==> src/rtl/arbitro_escrita_registradores.sv <==
// Round-robin write-back arbiter for the register file's single write port, with a pending-write scoreboard.
// Optional build macro: ARB_ZERO_REG_EN (register 0 hardwired to zero).
module arbitro_escrita_registradores #(
    parameter int NUM_REQ = 3
) (
    input  logic                   clock,
    input  logic                   reset_n,
    input  logic [NUM_REQ-1:0]     req_valid,
    output logic [NUM_REQ-1:0]     req_ready,
    input  logic [5*NUM_REQ-1:0]   req_rd,
    input  logic [32*NUM_REQ-1:0]  req_dados,
    input  logic                   reserva_valid,
    input  logic [4:0]             reserva_rd,
    output logic                   regWrite,
    output logic [4:0]             RD,
    output logic [31:0]            dadosEscrita,
    output logic [31:0]            pendente
);

    localparam int PW = (NUM_REQ > 1) ? $clog2(NUM_REQ) : 1;

`ifdef ARB_ZERO_REG_EN
    localparam logic ZERO_REG = 1'b1;
`else
    localparam logic ZERO_REG = 1'b0;
`endif

    logic [PW-1:0]          ptr_q, ptr_d;
    logic                   regwrite_q, regwrite_d;
    logic [4:0]             rd_q, rd_d;
    logic [31:0]            dados_q, dados_d;
    logic [31:0]            pend_q, pend_d;

    logic [2*NUM_REQ-1:0]   valid_dbl;
    logic [NUM_REQ-1:0]     valid_rot;
    logic [NUM_REQ-1:0]     first_rot;
    logic [2*NUM_REQ-1:0]   grant_dbl;
    logic [NUM_REQ-1:0]     grant;
    logic                   found;
    logic [4:0]             sel_rd;
    logic [31:0]            sel_dados;

    // Rotate requests so the pointer sits at bit 0, pick the lowest set bit, rotate back.
    always_comb begin
        valid_dbl = {req_valid, req_valid} >> ptr_q;
        valid_rot = valid_dbl[NUM_REQ-1:0];
        first_rot = '0;
        found     = 1'b0;
        for (int k = 0; k < NUM_REQ; k++) begin
            if (!found && valid_rot[k]) begin
                first_rot[k] = 1'b1;
                found        = 1'b1;
            end
        end
        grant_dbl = {{NUM_REQ{1'b0}}, first_rot} << ptr_q;
        grant     = grant_dbl[NUM_REQ-1:0] | grant_dbl[2*NUM_REQ-1:NUM_REQ];
        if (!reset_n) begin
            grant = '0;
            found = 1'b0;
        end
    end

    assign req_ready = grant;

    always_comb begin
        sel_rd    = '0;
        sel_dados = '0;
        ptr_d     = ptr_q;
        for (int i = 0; i < NUM_REQ; i++) begin
            if (grant[i]) begin
                sel_rd    = req_rd[5*i +: 5];
                sel_dados = req_dados[32*i +: 32];
                ptr_d     = (i == NUM_REQ - 1) ? '0 : PW'(i + 1);
            end
        end
    end

    always_comb begin
        regwrite_d = 1'b0;
        rd_d       = rd_q;
        dados_d    = dados_q;
        if (found) begin
            // A handshake on register 0 is still consumed when it is hardwired; it just never writes.
            regwrite_d = !(ZERO_REG && (sel_rd == 5'd0));
            rd_d       = sel_rd;
            dados_d    = sel_dados;
        end
    end

    // Clear first so a same-edge reservation of the same register wins.
    always_comb begin
        pend_d = pend_q;
        if (regwrite_q) begin
            pend_d[rd_q] = 1'b0;
        end
        if (reserva_valid && !(ZERO_REG && (reserva_rd == 5'd0))) begin
            pend_d[reserva_rd] = 1'b1;
        end
    end

    always_ff @(posedge clock or negedge reset_n) begin
        if (!reset_n) begin
            ptr_q      <= '0;
            regwrite_q <= 1'b0;
            rd_q       <= '0;
            dados_q    <= '0;
            pend_q     <= '0;
        end else begin
            ptr_q      <= ptr_d;
            regwrite_q <= regwrite_d;
            rd_q       <= rd_d;
            dados_q    <= dados_d;
            pend_q     <= pend_d;
        end
    end

    assign regWrite     = regwrite_q;
    assign RD           = rd_q;
    assign dadosEscrita = dados_q;
    assign pendente     = pend_q;

endmodule

==> config.mk <==
export PLATFORM = sky130hd
export DESIGN_NAME = arbitro_escrita_registradores
export DESIGN_NICKNAME = d
export VERILOG_FILES = /design/src/rtl/arbitro_escrita_registradores.sv
export SDC_FILE = /design/constraint.sdc
export NUM_CORES = 1
export LEC_CHECK = 0
export ABC_AREA = 1
export ABC_CLOCK_PERIOD_IN_PS = 4400
export BUFFER_PORTS_ARGS = -buffer_cell sky130_fd_sc_hd__buf_2
export CAP_MARGIN = 10
export CORE_MARGIN = 4
export CORE_UTILIZATION = 49
export DETAILED_ROUTE_END_ITERATION = 10
export PLACE_DENSITY = 0.86
export REMOVE_ABC_BUFFERS = 1
export SETUP_SLACK_MARGIN = 0.15
export SLEW_MARGIN = 30
export SYNTH_ARGS = -nofsm -noshare
export SYNTH_HDL_FRONTEND = slang
export SYNTH_SLANG_ARGS = --single-unit
==> constraint.sdc <==
create_clock -name clock -period 4.4 [get_ports clock]
set_input_delay 0.44 -clock clock [delete_from_list [all_inputs] [get_ports clock]]
set_output_delay 0.44 -clock clock [all_outputs]
set_load 0.02 [all_outputs]
; ---- Yosys cells after proc, flatten, opt, wreduce, memory -nomap -nowiden
; Index checks and enable logic that the tools add are counted.
[word_totals]
reg_bits = 72
input_bits = 122
wordCells = 45
[classes]
bitwise_logic = 4
magnitude_cmp = 4
mux = 23
shift = 2
n_reduce_logical = 7
[op_table]
columns = operator, n
row1 = 32-bit two-way mux, 5
row2 = 32-bit AND, 1
row3 = 32-bit NOT, 1
row4 = 32-bit OR, 1
row5 = 5-bit two-way mux, 3
row6 = 5-bit by 6-bit < comparator with 1-bit output (second input constant), 2
row7 = 1-bit demux with 5-bit select, 2
row8 = 5-bit by 1-bit greater-or-equal comparator with 1-bit output (second input constant), 2
row9 = 1-bit two-way mux, 9
row10 = 2-bit two-way mux, 3
row11 = 3-bit by 2-bit left shift with 6-bit output, 1
row12 = 6-bit by 2-bit right shift with 3-bit output, 1
row13 = 1-bit logical AND, 4
row14 = 3-bit two-way mux, 1
row15 = 3-bit OR, 1
row16 = 3-bit nonzero test, 1
row17 = 1-bit logical NOT, 2

; ---- Longest topological paths before layout
[depth]
ltp_word = 14
depth_mapped = 13

; ---- Least setup slack after synthesis
; No wires, ideal clock.
[synth_path]
kind = flip-flop to output port
from = register ptr_q[1]
to = output port req_ready[0]
setup_slack_ps = 2433
stages_incl_launch_ff = 11
t_arrival_ps = 1527
required_time_ps = 3960
path_buffers = 3
cell_sequence = dfrtp_1 -> buf_2 -> inv_2 -> nand3_2 -> nand2_2 -> nand4_1 -> nand3_2 -> buf_6 -> buf_4 -> nand2_1 -> inv_1
[synth_between]
elab_chain_cells = 11
elab_cells_between_ends = 12
[synth_lines]
columns = element, line
row1 = from (decl), 28  ; logic [PW-1:0] ptr_q, ptr_d;
row2 = from (signal assigned), 109  ; ptr_q <= ptr_d;
row3 = 6-bit by 2-bit right shift with 3-bit output, 45  ; valid_dbl = {req_valid, req_valid} >> ptr_q;
row4 = 1-bit two-way mux, 50  ; if (!found && valid_rot[k]) begin
row5 = 1-bit logical NOT, 50
row6 = 1-bit logical AND, 50
row7 = 1-bit two-way mux, 50
row8 = 1-bit logical NOT, 50
row9 = 1-bit logical AND, 50
row10 = 1-bit two-way mux, 50
row11 = 3-bit by 2-bit left shift with 6-bit output *, 55  ; grant_dbl = {{NUM_REQ{1'b0}}, first_rot} << ptr_q;
row12 = 3-bit OR *, 56  ; grant = grant_dbl[NUM_REQ-1:0] | grant_dbl[2*NUM_REQ-1:NUM_REQ];
row13 = 3-bit two-way mux *, 57  ; if (!reset_n) begin
row14 = to (decl), 9  ; output logic [NUM_REQ-1:0] req_ready,
; Mark *: on every way between the ends. The rest lies on a longest branch, timed or not.

; ---- Worst setup path in the final report
[layout_path]
from = register ptr_q[0]
to = output port req_ready[2]
; The elaborated chain is that of the path after synthesis.

==> results.toml <==
[outcome]
status = "finished clean"

[timing]
hold_viol = 0
slew-limit-headroom_pct = 42.9
rsz0062_at_grt = "false"
max_freq_ghz = 0.315
hold_ws_ps = 92.6
tightest_slew_ps = 855
fin_crit_sh_pct = 72.2
finalCriticalPeriod_ps = 3180
fin_setup_tns_ps = 0
maxSlewViolCount = 0
finClkSkew_ps = 11.3
final-setup-viol-count = 0

[synthesis]
synthSimpleGateAreaFrac_pct = 34.9
synth_compound_gate_area_share_pct = 8.86
synth.distinct_cells = 14
ys_ff_latch = 72
yosys.area.top_type = "dfrtp_1"
synth_xor_area_share_pct = 0
syn_inst = 437
synth_fa_ha_area_share_pct = 0
synth_area_per_cell_um2 = 8.53
yosys_warnings = 0
synth_top_family_by_area = "simple AND/OR/NAND/NOR gates"
synth_area_leaders = "dfrtp_1 48%, nand3_1 14%, nand4_1 13%"
syn_area_um2 = 3730
synthMuxAreaShare_pct = 0
synth.top_cell.area_share_pct = 48.3
ys_seq_area_share_pct = 48.3

[routing]
first_pass_iters = 7
detail-route-antenna-nets = 0
vias = 4377
routed_via_density = 6.10
routed_wl_um = 12900
wl_per_cell_um = 18.0
drtIter0Drc = 349
drc_errors = 0

[clock_tree]
cts_buffer_depth = 2
numCtsBuffers = 9
post_cts_buffers = 0
post_cts_resized = 0
htreeDepth = 3
clkLatencyLatePin_ps = 340
cts_root_buf = "clkbuf_8"
cts_tree = "done"
cts_hold_buf = 0
clkTransAtPathRegs_ps = 80
cts_sinks = 72

[floorplan]
io-pin-count = 195
initial_core_util_pct = 50.9
core_area_um2 = 7330
rows = 31
dieArea_um2 = 9070
die_w_um = 95.2
fp.dieH_um = 95.2

[grt]
grt_pass1_vias = 4113
grt_overflow_total = 0
grt_antenna_before_repair = 0
grt_first_pass_wirelength_um = 19700
track_usage_pct = 27.8
grt_max_degree = 61

[power]
p_leak_nw = 2.30
fin_total_pwr_w = 0.00380
ir_drop_mv = 0.410
pwr_density_cell_nw_per_um2 = 790

[cells_and_area]
fin_util_pct = 65.6
nets = 735
area_delta_synth_final_pct = 28.9
n_antenna_cell = 0
final_cell_mix = "193 x buf_2, 107 x nand3_1, 77 x nand4_1"
final_area_um2 = 4810
drive_gt1_share_pct = 36.1
final_common_cell = "buf_2"

[setup_path]
path_common_cell = "nand2_1"
cp_top_family = "simple AND/OR/NAND/NOR gates"
worstSetupPathType = "flop to output pin"
critPathBufInv = 2
path_cells = "inv_2 > nand2_1 > nand3_1 > nand2_1 > nand4_1 > nand3_2 > and3_1 > buf_2"
crit_arrival_ps = 2740
crit_path_start_kind = "flop"
slowest_delay_ps = 670
cp_max_fo = 38
slowest_stage = "nand3_2"
end_kind = "output pin"
cp.required_ps = 3960

[placed_design]
globalplace.congestion = 0.912
dp_hpwl_um = 9230
post_dp_cell_area_um2 = 4630
io_buffers = 194

[flow_run]
maxCapViolCount = 0

[hold_path]
hold_class = "input port to async pin"
==> stage by stage <==
step,worst slack (ps),instances
3_3_place_gp,1810,701
2_1_floorplan,1950,404
4_1_cts,1310,717
6_report,1220,717
5_1_grt,1100,717
3_5_place_dp,1670,701
==> sequential cells by signal (all words and copies together), names as in the netlist <==
| signal | count |
|---|---|
| pendente | 32 |
| ptr_q | 2 |
| dadosEscrita | 32 |
| regWrite | 1 |
| RD | 5 |
==> cells in the mapped netlist, drive strengths merged <==
| cell type | n |
|---|---|
| nand3 | 112 |
| nand4 | 77 |
| dfrtp | 72 |
| o21ai | 66 |
| nand2 | 59 |
| buf | 29 |
| inv | 17 |
| clkbuf | 4 |
| and3 | 1 |
==> worst paths after layout <==
check | slack, ps | endpoint | depth (start not counted) | startpoint
setup / recovery | 1220 | req_ready[2] | 8 | ptr_q[0]
hold / removal | 90 | ptr_q[1] | 1 | reset_n
setup reg to reg | 2000 | dadosEscrita[28] | 8 | ptr_q[0]
hold reg to reg | 500 | pendente[2] | 2 | pendente[2]
max in group asynchronous | 3140 | pendente[26] | 2 | reset_n
min in group clock | 350 | dadosEscrita[21] | 3 | req_dados[53]
==> layer usage <==
layer,GRT usage (%),wire length [µm],up-vias
li1,-,-,1956
met2,45.7,6340,335
met4,13.7,480,0
met3,5.84,1360,49
met5,0,0,-
met1,34.8,4750,2037
==> cell families (layout without fill, tap and decap cells) <==
| family | Yosys count | after routing |
|---|---|---|
| AO/OA/AOI/OAI | 66 | 66 |
| flip-flops | 72 | 72 |
| AND/OR/NAND/NOR | 249 | 249 |
| buffers and inverters | 50 | 231 |
==> layout make-up <==
class / count / area (µm²)
multi-input cells: 315 / 1630
flip-flops and latches: 72 / 1800
clock inverters: 4 / 45.0
inverters: 17 / 63.8
repair buffers: 198 / 1000
clock buffers: 12 / 135
well taps: 99 / 124
fillers: 628 / 2520
==> report_power, final <==
part	internal [W]	switching [W]	leakage [nW]
Sequential	0.000996	0.000231	0.821
Combinational	0.000615	0.00146	1.39
Clock	0.000260	0.000237	0.0941
Power figures use the tool's default switching activity.
